[config.mk]
export PLATFORM = sky130hd
export DESIGN_NAME = uart_cmd_ctrl
export DESIGN_NICKNAME = d
export VERILOG_FILES = /design/src/rtl/uart_cmd_ctrl.sv
export SDC_FILE = /design/constraint.sdc
export NUM_CORES = 1
export LEC_CHECK = 0
export ABC_AREA = 1
export CORE_MARGIN = 5
export CORE_UTILIZATION = 40
export DETAILED_ROUTE_END_ITERATION = 10
export PLACE_DENSITY = 0.63
export SLEW_MARGIN = 10
export SYNTH_ARGS = -nofsm -noshare
export SYNTH_HDL_FRONTEND = slang
export SYNTH_SLANG_ARGS = --single-unit
export TNS_END_PERCENT = 30
[constraint.sdc]
create_clock -name clock -period 4.94 [get_ports clock]
set_input_delay 1.235 -clock clock [delete_from_list [all_inputs] [get_ports clock]]
set_output_delay 1.235 -clock clock [all_outputs]
set_load 0.02 [all_outputs]
[src/rtl/uart_cmd_ctrl.sv]
// Frame receive controller: parses SYNC,ADDR,LEN,payload,CHK from uart_rx strobes and
// commits buffered payload to a register bank. Optional inter-byte timeout: UART_CMD_TIMEOUT_EN.
module uart_cmd_ctrl #(
  parameter logic [7:0] SYNC_BYTE    = 8'hA5,
  parameter int         MAX_LEN      = 16,
  parameter int         TIMEOUT_CLKS = 2000
) (
  input  logic       clock,
  input  logic       reset,
  input  logic [7:0] rx_byte,
  input  logic       rx_done,
  output logic       wr_en,
  output logic [7:0] wr_addr,
  output logic [7:0] wr_data,
  input  logic       wr_ready,
  output logic       frame_ok,
  output logic       frame_err,
  output logic [1:0] err_code,
  output logic       overrun,
  output logic       busy
);

  localparam int IW = (MAX_LEN > 1) ? $clog2(MAX_LEN) : 1;

  if (MAX_LEN < 1 || MAX_LEN > 255 || TIMEOUT_CLKS < 2 || TIMEOUT_CLKS > 65536) begin : g_param_chk
    $error("uart_cmd_ctrl: parameter out of range");
  end

  typedef enum logic [2:0] {S_IDLE, S_ADDR, S_LEN, S_PAYLOAD, S_CHECK, S_COMMIT} state_t;

  state_t     state_q, state_d;
  logic [7:0] base_q, base_d;
  logic [7:0] len_q, len_d;
  logic [7:0] chk_q, chk_d;
  logic [7:0] idx_q, idx_d;
  logic [7:0] buf_q [MAX_LEN];
  logic       buf_we, ok_pulse, err_pulse, ovr_set;
  logic [1:0] err_val;

`ifdef UART_CMD_TIMEOUT_EN
  logic [15:0] tmo_q;
  logic        tmo_active;
  assign tmo_active = (state_q == S_ADDR) || (state_q == S_LEN) ||
                      (state_q == S_PAYLOAD) || (state_q == S_CHECK);

  // Counts silent clocks between bytes; a byte always restarts it.
  always_ff @(posedge clock) begin
    if (reset || !tmo_active || rx_done) tmo_q <= '0;
    else                                 tmo_q <= tmo_q + 16'd1;
  end
`endif

  always_comb begin
    state_d   = state_q;
    base_d    = base_q;
    len_d     = len_q;
    chk_d     = chk_q;
    idx_d     = idx_q;
    buf_we    = 1'b0;
    ok_pulse  = 1'b0;
    err_pulse = 1'b0;
    err_val   = 2'd0;
    ovr_set   = 1'b0;
    unique case (state_q)
      S_IDLE:
        if (rx_done && rx_byte == SYNC_BYTE) state_d = S_ADDR;
      S_ADDR:
        if (rx_done) begin
          base_d  = rx_byte;
          chk_d   = rx_byte;
          state_d = S_LEN;
        end
      S_LEN:
        if (rx_done) begin
          if (rx_byte == 8'd0 || rx_byte > 8'(MAX_LEN)) begin
            err_pulse = 1'b1;
            err_val   = 2'd1;
            state_d   = S_IDLE;
          end else begin
            len_d   = rx_byte;
            chk_d   = chk_q ^ rx_byte;
            idx_d   = 8'd0;
            state_d = S_PAYLOAD;
          end
        end
      S_PAYLOAD:
        if (rx_done) begin
          buf_we = 1'b1;
          chk_d  = chk_q ^ rx_byte;
          idx_d  = idx_q + 8'd1;
          if (idx_q == len_q - 8'd1) state_d = S_CHECK;
        end
      S_CHECK:
        if (rx_done) begin
          if (rx_byte == chk_q) begin
            idx_d   = 8'd0;
            state_d = S_COMMIT;
          end else begin
            err_pulse = 1'b1;
            err_val   = 2'd2;
            state_d   = S_IDLE;
          end
        end
      S_COMMIT: begin
        // wr_en is high for the whole of COMMIT, so wr_ready alone means accept.
        ovr_set = rx_done;
        if (wr_ready) begin
          if (idx_q == len_q - 8'd1) begin
            ok_pulse = 1'b1;
            state_d  = S_IDLE;
          end else begin
            idx_d = idx_q + 8'd1;
          end
        end
      end
      default: state_d = S_IDLE;
    endcase
`ifdef UART_CMD_TIMEOUT_EN
    if (tmo_active && !rx_done && tmo_q == 16'(TIMEOUT_CLKS - 1)) begin
      err_pulse = 1'b1;
      err_val   = 2'd3;
      state_d   = S_IDLE;
    end
`endif
  end

  always_ff @(posedge clock) begin
    if (reset) begin
      state_q   <= S_IDLE;
      base_q    <= '0;
      len_q     <= '0;
      chk_q     <= '0;
      idx_q     <= '0;
      wr_en     <= 1'b0;
      wr_addr   <= '0;
      wr_data   <= '0;
      frame_ok  <= 1'b0;
      frame_err <= 1'b0;
      err_code  <= '0;
      overrun   <= 1'b0;
      busy      <= 1'b0;
    end else begin
      state_q   <= state_d;
      base_q    <= base_d;
      len_q     <= len_d;
      chk_q     <= chk_d;
      idx_q     <= idx_d;
      frame_ok  <= ok_pulse;
      frame_err <= err_pulse;
      busy      <= (state_d != S_IDLE);
      wr_en     <= (state_d == S_COMMIT);
      if (err_pulse) err_code <= err_val;
      if (ovr_set)   overrun  <= 1'b1;
      // Write outputs are registered from next-state values so they present the
      // current beat in the same cycle COMMIT is active.
      if (state_d == S_COMMIT) begin
        wr_addr <= base_d + idx_d;
        wr_data <= buf_q[idx_d[IW-1:0]];
      end
    end
  end

  always_ff @(posedge clock) begin
    if (buf_we) buf_q[idx_q[IW-1:0]] <= rx_byte;
  end

endmodule
==> impl_metrics.env, run 1 <==
export IMPL_outcome="finished clean"
export IMPL_ctsHtreeMaxLevel=4
export IMPL_timing_hold_ws_ns=0.4529
export IMPL_cts_sinks=186
export IMPL_fin_area_sq_um=10220
export IMPL_seqCellArea_sq_um=5005
export IMPL_die_y_microns=160.3
export IMPL_worstSetupStartpointType="primary input"
export IMPL_place_area_sq_um=9633
export IMPL_wl_microns=22660
export IMPL_syn_area_sq_um=9031
export IMPL_crit_type="primary input to flop"
export IMPL_die_w_microns=160.3
export IMPL_globalRouteOverflowTotal=0
export IMPL_crit_required_ns=5.28
export IMPL_grt_max_degree=66
export IMPL_clkSlewWorstSetupHoldPaths_ns=0.07
export IMPL_power_leakage_nw=4.289
export IMPL_drtPass1Iterations=6
export IMPL_final_max_slew_violation_count=0
export IMPL_holdCritStartpoint="len_q[7]$_SDFFE_PP0P_"
export IMPL_synthDistinctLibCells=39
export IMPL_ctsHoldBuffers=0
export IMPL_place_congestion=0.8915
export IMPL_drtIter0Drc=647
export IMPL_vdd_drop_max_mv=0.2482
export IMPL_reg2reg_to="wr_addr[7]$_SDFFE_PP0P_"
export IMPL_core_area_sq_um=22430
export IMPL_syn_instance_count=1029
export IMPL_tightest_slew_ns=0.9869
export IMPL_synthArstFlopShare_pct=0
export IMPL_ant_nets=0
export IMPL_hold_viol_final=0
export IMPL_fillers=2202
export IMPL_routed_via_density=5.080
export IMPL_cts_buffer_depth=2
export IMPL_n_antenna_cell=0
export IMPL_antenna_found_initial=0
export IMPL_maxCapViolCount=0
export IMPL_whs_path_depth=2
export IMPL_powerDensity_nw_per_um2=303.1
export IMPL_critical_path_arrival_ns=4.75
export IMPL_setup_ws_ns=0.5267
export IMPL_worstRegToRegCells=29
export IMPL_initial_core_util_pct=40.26
export IMPL_grt_pass1_wl_microns=36830
export IMPL_grt_setup_unrepaired="false"
export IMPL_worstSetupEndpointType="flop"
export IMPL_multi_input_area_sq_um=3169
export IMPL_nNetsFinal=1089
export IMPL_detailed_place_hpwl_microns=14940
export IMPL_synth_seq_cells=186
export IMPL_worst_path_max_fanout=4
export IMPL_power_mw=3.096
export IMPL_fin_crit_sh_pct=89.34
export IMPL_place_ws_ns=-0.02875
export IMPL_drive_above_1_share_pct=7.814
export IMPL_min_to="len_q[7]$_SDFFE_PP0P_"
export IMPL_die_area_sq_um=25680
export IMPL_hp_class="flop to flop"
export IMPL_r2r_start="len_q[0]$_SDFFE_PP0P_"
export IMPL_portBuffers=34
export IMPL_wire_per_inst_microns=16.66
export IMPL_maxSlewHeadroom_pct=34.21
export IMPL_finalSetupViolCount=0
export IMPL_synthFlopType="edfxtp_1"
export IMPL_cts_buffers=17
export IMPL_syn_num_nets=1056
export IMPL_grt_pass1_vias=6925
export IMPL_fp_row_count=55
export IMPL_vias=6909
export IMPL_clockRootBuffer="clkbuf_16"
export IMPL_tritoncts="yes"
export IMPL_area_growth_pct=13.12
export IMPL_grtUsageTotal_pct=18.21
export IMPL_drc=0
export IMPL_insertion_delay_ns=0.44
export IMPL_synth_avg_cell_area_sq_um=8.777
export IMPL_finClkSkew_ns=0.01770
export IMPL_ys_warn_count=0
export IMPL_synth_edf_count=128
export IMPL_io_pins=35
export IMPL_fmax_mhz=226.6
export IMPL_utilization_pct=45.54
export IMPL_r2r_slack_ns=1.32
export IMPL_ys_seq_area_share_pct=55.42
export IMPL_period_minus_slack_ns=4.413
-- critical path, cell delays in order --
cell	delay (ns)
clkdlybuf4s50_1	0.52
xnor2_1	0.15
nand2_1	0.09
nor3_1	0.27
nand2_1	0.17
o21ai_1	0.27
nand2_2	0.13
o21ai_2	0.20
a21oi_4	0.08
ha_1	0.35
nand3_1	0.08
nand2_1	0.12
a21oi_1	0.07
o21ai_0	0.26
a21oi_1	0.12
o21bai_1	0.16
xor2_1	0.19
inv_1	0.05
nand2_1	0.06
nand3_1	0.06
nand2_1	0.07
inv_1	0.04
-- worst max-delay path by stage --
stage / start / endpoint / slack, ns / cells after the start
6_report: rx_byte[0] / wr_addr[7]$_SDFFE_PP0P_ / 0.53 / 22
2_1_floorplan: rx_byte[6] / wr_addr[7]$_SDFFE_PP0P_ / 0.96 / 22
3_3_place_gp: rx_byte[1] / wr_addr[7]$_SDFFE_PP0P_ / 0.02 / 22
3_5_place_dp: rx_byte[1] / wr_addr[7]$_SDFFE_PP0P_ / -0.03 / 22
5_1_grt: rx_byte[0] / wr_addr[7]$_SDFFE_PP0P_ / 0.18 / 22
4_1_cts: rx_byte[1] / wr_addr[7]$_SDFFE_PP0P_ / 0.42 / 22
-- report_power, final --
part / switching, mW / internal [mW]
Clock: 0.651 / 0.715
Combinational: 0.0492 / 0.0206
Sequential: 0.000158 / 1.66
Total: 0.701 / 2.40
-- routing by layer --
metal,GRT usage [%],wire length (microns),vias up
met4,6.414,533,0
met3,3.665,1437,34
met1,23.71,9612,3240
met2,30.33,11080,189
met5,0,0,-
li1,-,-,3446
-- final cells by class --
class	instances	area share, %
clock buffers	17	4.164
clock inverters	15	1.519
inverters	153	5.622
multi-input cells	645	31.02
flip-flops and latches	186	48.99
well taps	285	3.491
repair buffers	59	5.193
-- logic make-up after synthesis --
group | count (synthesis) | share of synthesized area, %
adder cells (fa/ha/maj) | 15 | 2.161
flip-flops | 186 | 55.42
buffers and inverters | 198 | 9.518
XOR/XNOR | 19 | 1.843
AO/OA/AOI/OAI | 99 | 6.345
AND/OR/NAND/NOR | 512 | 24.72
-- registers in the layout, summed over array words and instances, names as in the netlist --
signal,cells
err_code,2
chk_q,8
overrun,1
state_q,3
base_q,8
busy,1
wr_addr,8
frame_ok,1
wr_data,8
len_q,8
wr_en,1
buf_q,128
frame_err,1
idx_q,8
-- cell usage after synthesis (2+ instances only) --
library cell,number,area share (%)
xor2_1,9,0.87
o21ai_2,3,0.29
edfxtp_1,128,43
dfxtp_1,58,13
nand3_2,2,0.22
o21a_1,2,0.17
nor3_1,9,0.50
buf_4,4,0.33
clkbuf_1,10,0.42
nand2_1,220,9.1
buf_2,21,1.2
nand3b_1,8,0.67
nand2_2,7,0.48
o2111ai_1,2,0.19
buf_6,10,1.2
xnor2_1,10,0.97
inv_2,9,0.37
a211oi_1,2,0.17
a21oi_4,2,0.36
o21bai_1,2,0.17
a31oi_1,4,0.28
nand4_1,4,0.28
nor2_1,86,3.6
o21ai_1,2,0.11
o21ai_0,42,2.3
nand3_1,169,9.4
a21oi_1,33,1.8
nor2_2,4,0.28
inv_1,144,6.0
ha_1,14,1.9
-- cell usage in the layout, fill, tap and decap left out, types with 2 or more instances in the layout --
cell type	n
clkinvlp_4	3
clkdlybuf4s50_1	33
dfxtp_1	58
a21oi_4	2
xnor2_1	10
nand3_2	2
nor2_1	86
edfxtp_1	128
nor3_1	9
inv_2	9
inv_1	144
a211oi_1	2
inv_6	5
o21ai_0	42
o21a_1	2
o21bai_1	2
ha_1	14
nand2_1	219
a31oi_1	4
o21ai_2	3
nand3b_1	8
clkbuf_16	17
xor2_1	9
nand3_1	169
o21ai_1	2
a21oi_1	33
o2111ai_1	2
nand4_1	4
inv_8	3
nor2_2	4
buf_4	25
nand2_2	8
-- stage by stage --
step                std cells  setup TNS, ns
global route             1360              0
global placement         1328              0
finish                   1360              0
detailed placement       1328       -0.02875
CTS                      1360              0
floorplan                1029              0
-- what timing repair did --
action,in CTS,in global routing
endpoints found under the setup margin,0,1
resized for setup,0,1
buffers inserted,0,0
endpoints found under the hold margin,0,0
Power figures use the tool's default switching activity.
==> run 2: changes to the inputs <==
--- a/config.mk
+++ b/config.mk
@@ -8,8 +8,9 @@
 export ABC_AREA = 1
 export CORE_MARGIN = 5
 export CORE_UTILIZATION = 40
+export CTS_CLUSTER_SIZE = 24
 export DETAILED_ROUTE_END_ITERATION = 10
-export PLACE_DENSITY = 0.63
+export PLACE_DENSITY = 0.58
 export SLEW_MARGIN = 10
 export SYNTH_ARGS = -nofsm -noshare
 export SYNTH_HDL_FRONTEND = slang
==> constraint.sdc (replaced) <==
create_clock -name clock -period 3.87 [get_ports clock]
set_input_delay 0.9675 -clock clock [delete_from_list [all_inputs] [get_ports clock]]
set_output_delay 0.9675 -clock clock [all_outputs]
set_load 0.02 [all_outputs]
==> impl_metrics.env, run 2 (same netlist as run 1, synthesis figures left out) <==
export IMPL_portBuffers=34
export IMPL_maxSlewHeadroom_pct=42.88
export IMPL_final_cell_mix="218 x nand2_1, 169 x nand3_1, 144 x inv_1, 128 x edfxtp_1, 84 x nor2_1"
export IMPL_use_met2_pct=31.29
export IMPL_routed_via_density=5.049
export IMPL_cts_buffers=17
export IMPL_nNetsFinal=1147
export IMPL_grt_use_met1_pct=24.35
export IMPL_largest_reg_flops=128
export IMPL_drive_above_1_share_pct=13.95
export IMPL_clockRootBuffer="clkbuf_16"
export IMPL_finalSetupViolCount=0
export IMPL_min_to="len_q[7]$_SDFFE_PP0P_"
export IMPL_final_common_cell="nand2_1"
export IMPL_detailed_place_hpwl_microns=15420
export IMPL_wire_per_inst_microns=16.70
export IMPL_core_area_sq_um=22430
export IMPL_timing_hold_ws_ns=0.4563
export IMPL_cts_buffer_depth=2
export IMPL_power_leakage_nw=4.661
export IMPL_reg2reg_to="wr_addr[7]$_SDFFE_PP0P_"
export IMPL_final_max_slew_violation_count=0
export IMPL_initial_core_util_pct=40.26
export IMPL_fp_row_count=55
export IMPL_r2r_slack_ns=0.47
export IMPL_worstSetupEndpointType="flop"
export IMPL_cts_sinks=186
export IMPL_place_congestion=0.8442
export IMPL_worstRegToRegCells=28
export IMPL_whs_path_depth=2
export IMPL_area_growth_pct=20.13
export IMPL_globalRouteOverflowTotal=0
export IMPL_grt_pass1_vias=6934
export IMPL_crit_required_ns=4.21
export IMPL_drtIter0Drc=696
export IMPL_grt_max_degree=66
export IMPL_finClkSkew_ns=0.02085
export IMPL_period_minus_slack_ns=3.686
export IMPL_ctsHtreeMaxLevel=4
export IMPL_powerDensity_nw_per_um2=369.7
export IMPL_tightest_slew_ns=0.8537
export IMPL_n_antenna_cell=0
export IMPL_worst_path_max_fanout=65
export IMPL_vdd_drop_max_mv=0.2753
export IMPL_r2r_start="len_q[0]$_SDFFE_PP0P_"
export IMPL_maxCapViolCount=0
export IMPL_worstSetupStartpointType="primary input"
export IMPL_clkSlewWorstSetupHoldPaths_ns=0.07
export IMPL_die_area_sq_um=25680
export IMPL_busiest_layer="met2"
export IMPL_ant_nets=0
export IMPL_utilization_pct=48.36
export IMPL_hold_viol_final=0
export IMPL_holdCritStartpoint="len_q[7]$_SDFFE_PP0P_"
export IMPL_fmax_mhz=271.3
export IMPL_outcome="finished clean"
export IMPL_vias=7159
export IMPL_cp_startpoint="rx_byte[3]"
export IMPL_ctsHoldBuffers=0
export IMPL_grt_pass1_wl_microns=37610
export IMPL_drtPass1Iterations=5
export IMPL_die_y_microns=160.3
export IMPL_tritoncts="yes"
export IMPL_wl_microns=23680
export IMPL_grtUsageTotal_pct=18.71
export IMPL_drc=0
export IMPL_fin_crit_sh_pct=95.25
export IMPL_fillers=2156
export IMPL_hp_class="flop to flop"
export IMPL_crit_type="primary input to flop"
export IMPL_antenna_found_initial=0
export IMPL_met3_usage_pct=3.174
export IMPL_insertion_delay_ns=0.44
export IMPL_die_w_microns=160.3
export IMPL_io_pins=35
export IMPL_critical_path_arrival_ns=4.02
run 2: cell count changes in the layout (fill, tap and decap cells not counted), moves of 3 or more:
cell and change:
a21oi_1 -3, a21oi_2 +3, buf_12 +5, buf_4 +52, clkinv_8 +5, clkinvlp_4 -3
xnor2_1 -3, xnor2_2 +3
run 2: worst max path at each step:
| stage | cells past startpoint | to | slack (ns) |
|---|---|---|---|
| 2_1_floorplan | 22 | wr_addr[7]$_SDFFE_PP0P_ | 0.16 |
| 3_3_place_gp | 22 | wr_addr[7]$_SDFFE_PP0P_ | -0.40 |
| 3_5_place_dp | 22 | wr_addr[7]$_SDFFE_PP0P_ | -0.46 |
| 4_1_cts | 23 | wr_addr[7]$_SDFFE_PP0P_ | 0.02 |
| 5_1_grt | 25 | wr_addr[7]$_SDFFE_PP0P_ | -0.04 |
| 6_report | 19 | wr_data[2]$_SDFFE_PP0P_ | 0.18 |
run 2: layout make-up:
class | count | area [sq um] | share of cell area, %
inverter | 153 | 574.3 | 5.293
clock buffer | 17 | 425.4 | 3.921
clock inverter | 15 | 196.4 | 1.811
multi-input combinational | 645 | 3254 | 30.00
tap | 285 | 356.6 | 3.287
sequential | 186 | 5005 | 46.13
timing repair buffer | 117 | 1037 | 9.561
run 2: per-layer routing:
metal,part of all wire [%],wire [microns]
met3,5.1,1212
met2,48,11350
met5,0,0
met4,3.2,752
met1,44,10360
run 2: metrics by stage:
stage | setup TNS [ns] | setup slack [ns] | instances | total power, mW | area (sq um)
after floorplan | 0 | 0.1565 | 1029 | 2.191 | 9031
after global placement | -2.894 | -0.4026 | 1384 | 2.262 | 10100
after detailed placement | -3.272 | -0.4632 | 1384 | 2.262 | 10100
after CTS | 0 | 0.02351 | 1416 | 4.038 | 10730
after global routing | -0.09695 | -0.04072 | 1418 | 4.132 | 10850
final | 0 | 0.1837 | 1418 | 4.011 | 10850
run 2: critical path: stages:
cell	delay [ns]
clkdlybuf4s50_1	0.41
buf_4	0.18
nor2_2	0.16
nand3_1	0.13
a21oi_2	0.15
o21ai_2	0.08
nand2_2	0.08
nand2_4	0.08
a21oi_1	0.14
nand2_1	0.08
nand2_2	0.07
buf_4	0.60
nand3_1	0.14
nand3_1	0.14
nand3_1	0.15
nand3_1	0.16
nand3_1	0.14
nand2_1	0.09
inv_1	0.04
run 2: power by group:
| group | internal, mW | switching [mW] |
|---|---|---|
| Combinational | 0.0360 | 0.0659 |
| Clock | 0.935 | 0.855 |
| Sequential | 2.12 | 0.000221 |
run 2: repair_timing:
action / 4_1_cts / 5_1_grt
pin swaps: 0 / 7
setup buffers: 0 / 2
setup endpoints to repair: 1 / 11
gates resized for setup: 1 / 24
==> run 3: changes to the inputs <==
--- a/config.mk
+++ b/config.mk
@@ -10,7 +10,7 @@
 export CORE_UTILIZATION = 40
 export CTS_CLUSTER_SIZE = 24
 export DETAILED_ROUTE_END_ITERATION = 10
-export PLACE_DENSITY = 0.58
+export PLACE_DENSITY = 0.56
 export SLEW_MARGIN = 10
 export SYNTH_ARGS = -nofsm -noshare
 export SYNTH_HDL_FRONTEND = slang
==> constraint.sdc (replaced) <==
create_clock -name clock -period 3.5 [get_ports clock]
set_input_delay 0.875 -clock clock [delete_from_list [all_inputs] [get_ports clock]]
set_output_delay 0.875 -clock clock [all_outputs]
set_load 0.02 [all_outputs]
==> impl_metrics.env, run 3 (same netlist as run 1, synthesis figures left out) <==
export IMPL_outcome="finished clean"
export IMPL_final_max_slew_violation_count=0
export IMPL_grt_pass1_vias=6870
export IMPL_crit_family="simple AND/OR/NAND/NOR gates"
export IMPL_fmax_mhz=304.9
export IMPL_core_area_sq_um=22430
export IMPL_timing_hold_ws_ns=0.4520
export IMPL_power_mw=4.448
export IMPL_drc=0
export IMPL_period_minus_slack_ns=3.280
export IMPL_vdd_drop_max_mv=0.2769
export IMPL_drtPass1Iterations=5
export IMPL_fp_row_count=55
export IMPL_portBuffers=34
export IMPL_busiest_layer="met2"
export IMPL_grtUsageTotal_pct=18.58
export IMPL_met3_usage_pct=2.503
export IMPL_finClkSkew_ns=0.01317
export IMPL_drive_above_1_share_pct=17.20
export IMPL_cts_buffers=17
export IMPL_maxCapViolCount=0
export IMPL_antenna_found_initial=0
export IMPL_globalRouteOverflowTotal=0
export IMPL_ant_nets=0
export IMPL_tritoncts="yes"
export IMPL_crit_type="primary input to flop"
export IMPL_grt_max_degree=52
export IMPL_routed_via_density=4.946
export IMPL_intPower_mw=3.468
export IMPL_final_common_cell="nand2_1"
export IMPL_layout_cells_non_filler=1449
export IMPL_wl_microns=23860
export IMPL_crit_path_frequent_cell="nand2_1"
export IMPL_powerDensity_nw_per_um2=398.0
export IMPL_cts_buffer_depth=2
export IMPL_clockRootBuffer="clkbuf_16"
export IMPL_hold_viol_final=0
export IMPL_finalSetupViolCount=0
export IMPL_clkSlewWorstSetupHoldPaths_ns=0.08
export IMPL_maxSlewHeadroom_pct=57.12
export IMPL_p_clk_share_pct=44.8
export IMPL_worst_path_max_fanout=8
export IMPL_die_y_microns=160.3
export IMPL_area_growth_pct=23.75
export IMPL_hp_class="flop to flop"
export IMPL_final_cell_mix="216 x nand2_1, 168 x nand3_1, 143 x inv_1, 128 x edfxtp_1, 103 x buf_4"
export IMPL_max_stage_delay_ns=0.27
export IMPL_vias=7167
export IMPL_critical_path_slowest_cell="dlygate4sd2_1"
export IMPL_io_pins=35
export IMPL_die_area_sq_um=25680
export IMPL_worstSetupEndpointType="flop"
export IMPL_placedCellCount=1408
export IMPL_worstSetupStartpointType="primary input"
export IMPL_detailed_place_hpwl_microns=16110
export IMPL_crit_required_ns=3.83
export IMPL_die_w_microns=160.3
export IMPL_ctsHtreeMaxLevel=4
export IMPL_p_seq_share_pct=52.7
export IMPL_grt_use_met1_pct=24.36
export IMPL_insertion_delay_ns=0.43
export IMPL_cts_sinks=186
export IMPL_comb_power_share_pct=2.5
export IMPL_wire_per_inst_microns=16.47
export IMPL_utilization_pct=49.82
export IMPL_place_congestion=0.8441
export IMPL_initial_core_util_pct=40.26
export IMPL_path_buf_inv=4
export IMPL_fin_crit_sh_pct=93.70
export IMPL_power_leakage_nw=4.813
export IMPL_largest_reg_flops=128
export IMPL_swShare_pct=22.03
export IMPL_power_switching_mw=0.9798
export IMPL_nNetsFinal=1177
export IMPL_grt_pass1_wl_microns=37310
export IMPL_fillers=2174
export IMPL_critical_path_arrival_ns=3.61
export IMPL_drtIter0Drc=482
export IMPL_tightest_slew_ns=0.6424
export IMPL_use_met2_pct=32.52
==> run 3: cell types whose count changed in the layout (fill, tap and decap cells not counted), moves of 3 or more <==
cell	before	now
dlygate4sd2_1	0	5
clkdlybuf4s50_1	31	26
clkinv_4	0	3
clkinv_8	6	2
buf_4	77	103
buf_12	5	9
==> run 3: power groups by stage <==
stage          clock network (mW)  registers, mW  logic (mW)
2_1_floorplan                   0           2.39      0.0285
3_3_place_gp                    0           2.39       0.111
3_5_place_dp                    0           2.39       0.113
4_1_cts                      2.04           2.34       0.111
5_1_grt                      2.13           2.34       0.123
6_report                     1.99           2.34       0.113
==> run 3: what timing repair did <==
| item | CTS | global route |
|---|---|---|
| setup endpoints to repair | 2 | 3 |
| hold buffers | 0 | 0 |
| pin swaps | 5 | 21 |
| buffers inserted | 1 | 7 |
| resized for setup | 11 | 32 |
==> run 3: worst register-to-register path: cells and delay by family, from the launching register on <==
| kind | cells | cell delay [ns] |
|---|---|---|
| xor gates and xnor gates | 1 | 0.19 |
| buffers and inverters | 6 | 0.31 |
| AOI/OAI and AO/OA | 6 | 0.78 |
| DFF | 1 | 0.37 |
| and+or+nand+nor | 13 | 1.01 |
| adders and majority gates | 2 | 0.47 |
==> run 3: per-stage QoR <==
stage,cell area (sq um),TNS [ns],worst slack [ns]
3_5_place_dp,10370,-4.075,-0.5627
3_3_place_gp,10370,-3.436,-0.5060
6_report,11180,0,0.2205
4_1_cts,11010,0,0.02574
5_1_grt,11170,-0.04634,-0.02637
2_1_floorplan,9052,0,0.04801
==> run 3: layout make-up <==
type / instances / area, sq um / share of cell area (%)
Inverter: 153 / 574.3 / 5.139
Clock buffer: 18 / 429.2 / 3.840
Antenna cell: 1 / 2.502 / 0.02239
Sequential cell: 186 / 5010 / 44.83
Multi-Input combinational cell: 645 / 3326 / 29.76
Timing Repair Buffer: 147 / 1296 / 11.60
Tap cell: 285 / 356.6 / 3.191
Clock inverter: 14 / 181.4 / 1.623
==> run 3: layer usage <==
layer | vias to the layer above | share of wire [%]
met1 | 3377 | 44
met2 | 146 | 50
met5 | - | 0
met4 | 0 | 1.4
li1 | 3622 | -
met3 | 22 | 3.9
==> run 3: path summary, 6_finish.rpt <==
check / startpoint / endpoint / slack (ns) / depth (start not counted)
worst max-delay path: rx_byte[3] / wr_addr[7]$_SDFFE_PP0P_ / 0.22 / 25
worst min-delay path: len_q[7]$_SDFFE_PP0P_ / len_q[7]$_SDFFE_PP0P_ / 0.45 / 2
worst max register to register: len_q[0]$_SDFFE_PP0P_ / wr_addr[7]$_SDFFE_PP0P_ / 0.26 / 28
worst min register to register: len_q[7]$_SDFFE_PP0P_ / len_q[7]$_SDFFE_PP0P_ / 0.45 / 2
==> patch, RTL diff (settings of run 2) <==
Set the parameter `MAX_LEN` to 8 (it was 16).
--- a/src/rtl/uart_cmd_ctrl.sv
+++ b/src/rtl/uart_cmd_ctrl.sv
@@ -2,7 +2,7 @@
 // commits buffered payload to a register bank. Optional inter-byte timeout: UART_CMD_TIMEOUT_EN.
 module uart_cmd_ctrl #(
   parameter logic [7:0] SYNC_BYTE    = 8'hA5,
-  parameter int         MAX_LEN      = 16,
+  parameter int         MAX_LEN      = 8,
   parameter int         TIMEOUT_CLKS = 2000
 ) (
   input  logic       clock,
Formal check against the unedited RTL: not equivalent (a bounded check fails within 4 cycles, from zero or initial values and one cycle with reset high).
==> patch against run 2 <==
Design area shrank 31%; sequential cell count fell by 64; count of clock-buffer cells in the layout up 3; setup slack got worse by 0.045 ns; register-to-register slack worse by 0.07 ns; routed wire length down 33%; synthesized area fell by 34%; sequential share of layout area is 5.1 points lower; clock power down 18%; hold slack gained 0.0068 ns; critical path depth grew 2; global-route usage shrank 0.27 points; power fell by 28%; largest cell class unchanged.
==> patch: results (changes against run 2) <==
| Metric | Value |
|---|---|
| Top cells by count, synth | nand2_1, inv_1, nand3_1 |
| Max clock buf depth | 2 (unchanged) |
| Endpoint, Worst Hold | overrun$_SDFFE_PP0P_ |
| Status | completed |
| Post-Synth Adder-Cell Area | 0.02852 (+0.006905) |
| Synth Area in Compound Gates | 0.09142 (+0.02797) |
| Distinct cells, synth | 37 (-5.1%) |
| Share of post-route cells with drive strength above 1 | 0.1425 (+0.003053) |
| DRC | 0 (unchanged) |
| Hold WS | 0.4631 ns (+0.006783 ns) |
| Clock Latency Late Sink | 0.41 ns (-0.03 ns) |
| Fill count | 1368 (-37%) |
| Worst slew margin | 0.4102 (-0.01863) |
| Final wirelength | 15810 um (-33%) |
| DR iter-0 viols | 323 (-54%) |
| Vias in the first global route | 4926 (-29%) |
| Sequential group power | 1.36 mW (-36%) |
| WHS Path Cells | 1 (-1) |
| Final Wtd Congestion | 0.9023 (+6.9%) |
| Crit Path Max Fanout | 3 (-95%) |
| Cts bufs inserted | 17 (unchanged) |
| R2R setup slack | 0.40 ns (-0.07 ns) |
| Root buf cell | clkbuf_16 |
| FF-to-FF path depth | 26 (-7.1%) |
| Clock skew | 0.008391 ns (-0.01246 ns) |
| First-pass GRT wire length | 25440 um (-32%) |
| Placed inst area | 6873 um2 (-32%) |
| Maximum vdd drop | 0.2553 mV (-7.3%) |
| CP endpoint | wr_addr[7]$_SDFFE_PP0P_ |
| Comb power | 0.0815 mW (-20%) |
| Leak | 3.243 nW (-30%) |
| Synth Area in XOR/XNOR | 0.03523 (+0.01680) |
| Area contributors post-synth | edfxtp_1, dfxtp_1, nand2_1 |
| Internal | 2.269 mW (-27%) |
| Synthesized Nets | 738 (-30%) |
| Via-per-instance ratio | 5.129 (+1.6%) |
| GR Util All Layers | 0.1843 (-0.002736) |
| Hold Startpoint | overrun$_SDFFE_PP0P_ |
| Asr flop ratio synth | 0 (unchanged) |
| Nets | 826 (-28%) |
| Largest register FFs | 64 (-50%) |
[patch: changes by cell type after synthesis, moves of 11 or more]
cell and change:
edfxtp_1 -64, nand2_1 -67, nor2_1 -13, inv_1 -65
buf_2 -11, nand3_1 -90
[patch: stage by stage]
stage	cells	setup WS [ns]	power (mW)	setup TNS, ns
global route	998	-0.02676	2.999	-0.02676
finish	998	0.1391	2.903	0
floorplan	713	0.09811	1.412	0
CTS	997	0.06368	2.931	0
detailed placement	965	-0.3549	1.466	-0.6094
global placement	965	-0.2846	1.465	-0.3802
[patch: critical path, stage by stage]
cell,delay [ns]
clkdlybuf4s50_1,0.54
xnor2_1,0.16
nand2_1,0.08
nor2_1,0.13
nand3_1,0.10
nand2_1,0.11
a21boi_2,0.18
nand2_1,0.08
nand2_2,0.10
a21oi_4,0.07
ha_1,0.32
a21oi_1,0.13
nand2_1,0.08
a21o_1,0.17
a21oi_2,0.13
nor2_1,0.05
o21ai_0,0.14
nand2_1,0.10
xor2_2,0.15
xnor2_1,0.16
a21oi_1,0.07
[patch: per-layer routing]
| metal | wire, um | up-vias | track usage |
|---|---|---|---|
| met5 | 0 | - | 0 |
| met4 | 579 | 0 | 0.09257 |
| met3 | 764 | 38 | 0.04351 |
| met2 | 7509 | 126 | 0.3004 |
| met1 | 6952 | 2415 | 0.2286 |
| li1 | - | 2540 | - |
[patch: final cells by class]
cell class	count	area [um2]	area share
clock buffer	20	467.9	0.06235
clock inverter	12	90.09	0.01200
inverter	84	315.3	0.04201
multi-input combinational	481	2471	0.3293
sequential	122	3083	0.4108
tap	184	230.2	0.03068
timing repair buffer	95	847.1	0.1129
[patch: what timing repair did]
action | CTS | global route
buffers inserted | 0 | 1
setup endpoints to repair | 0 | 1
gates resized for setup | 0 | 18
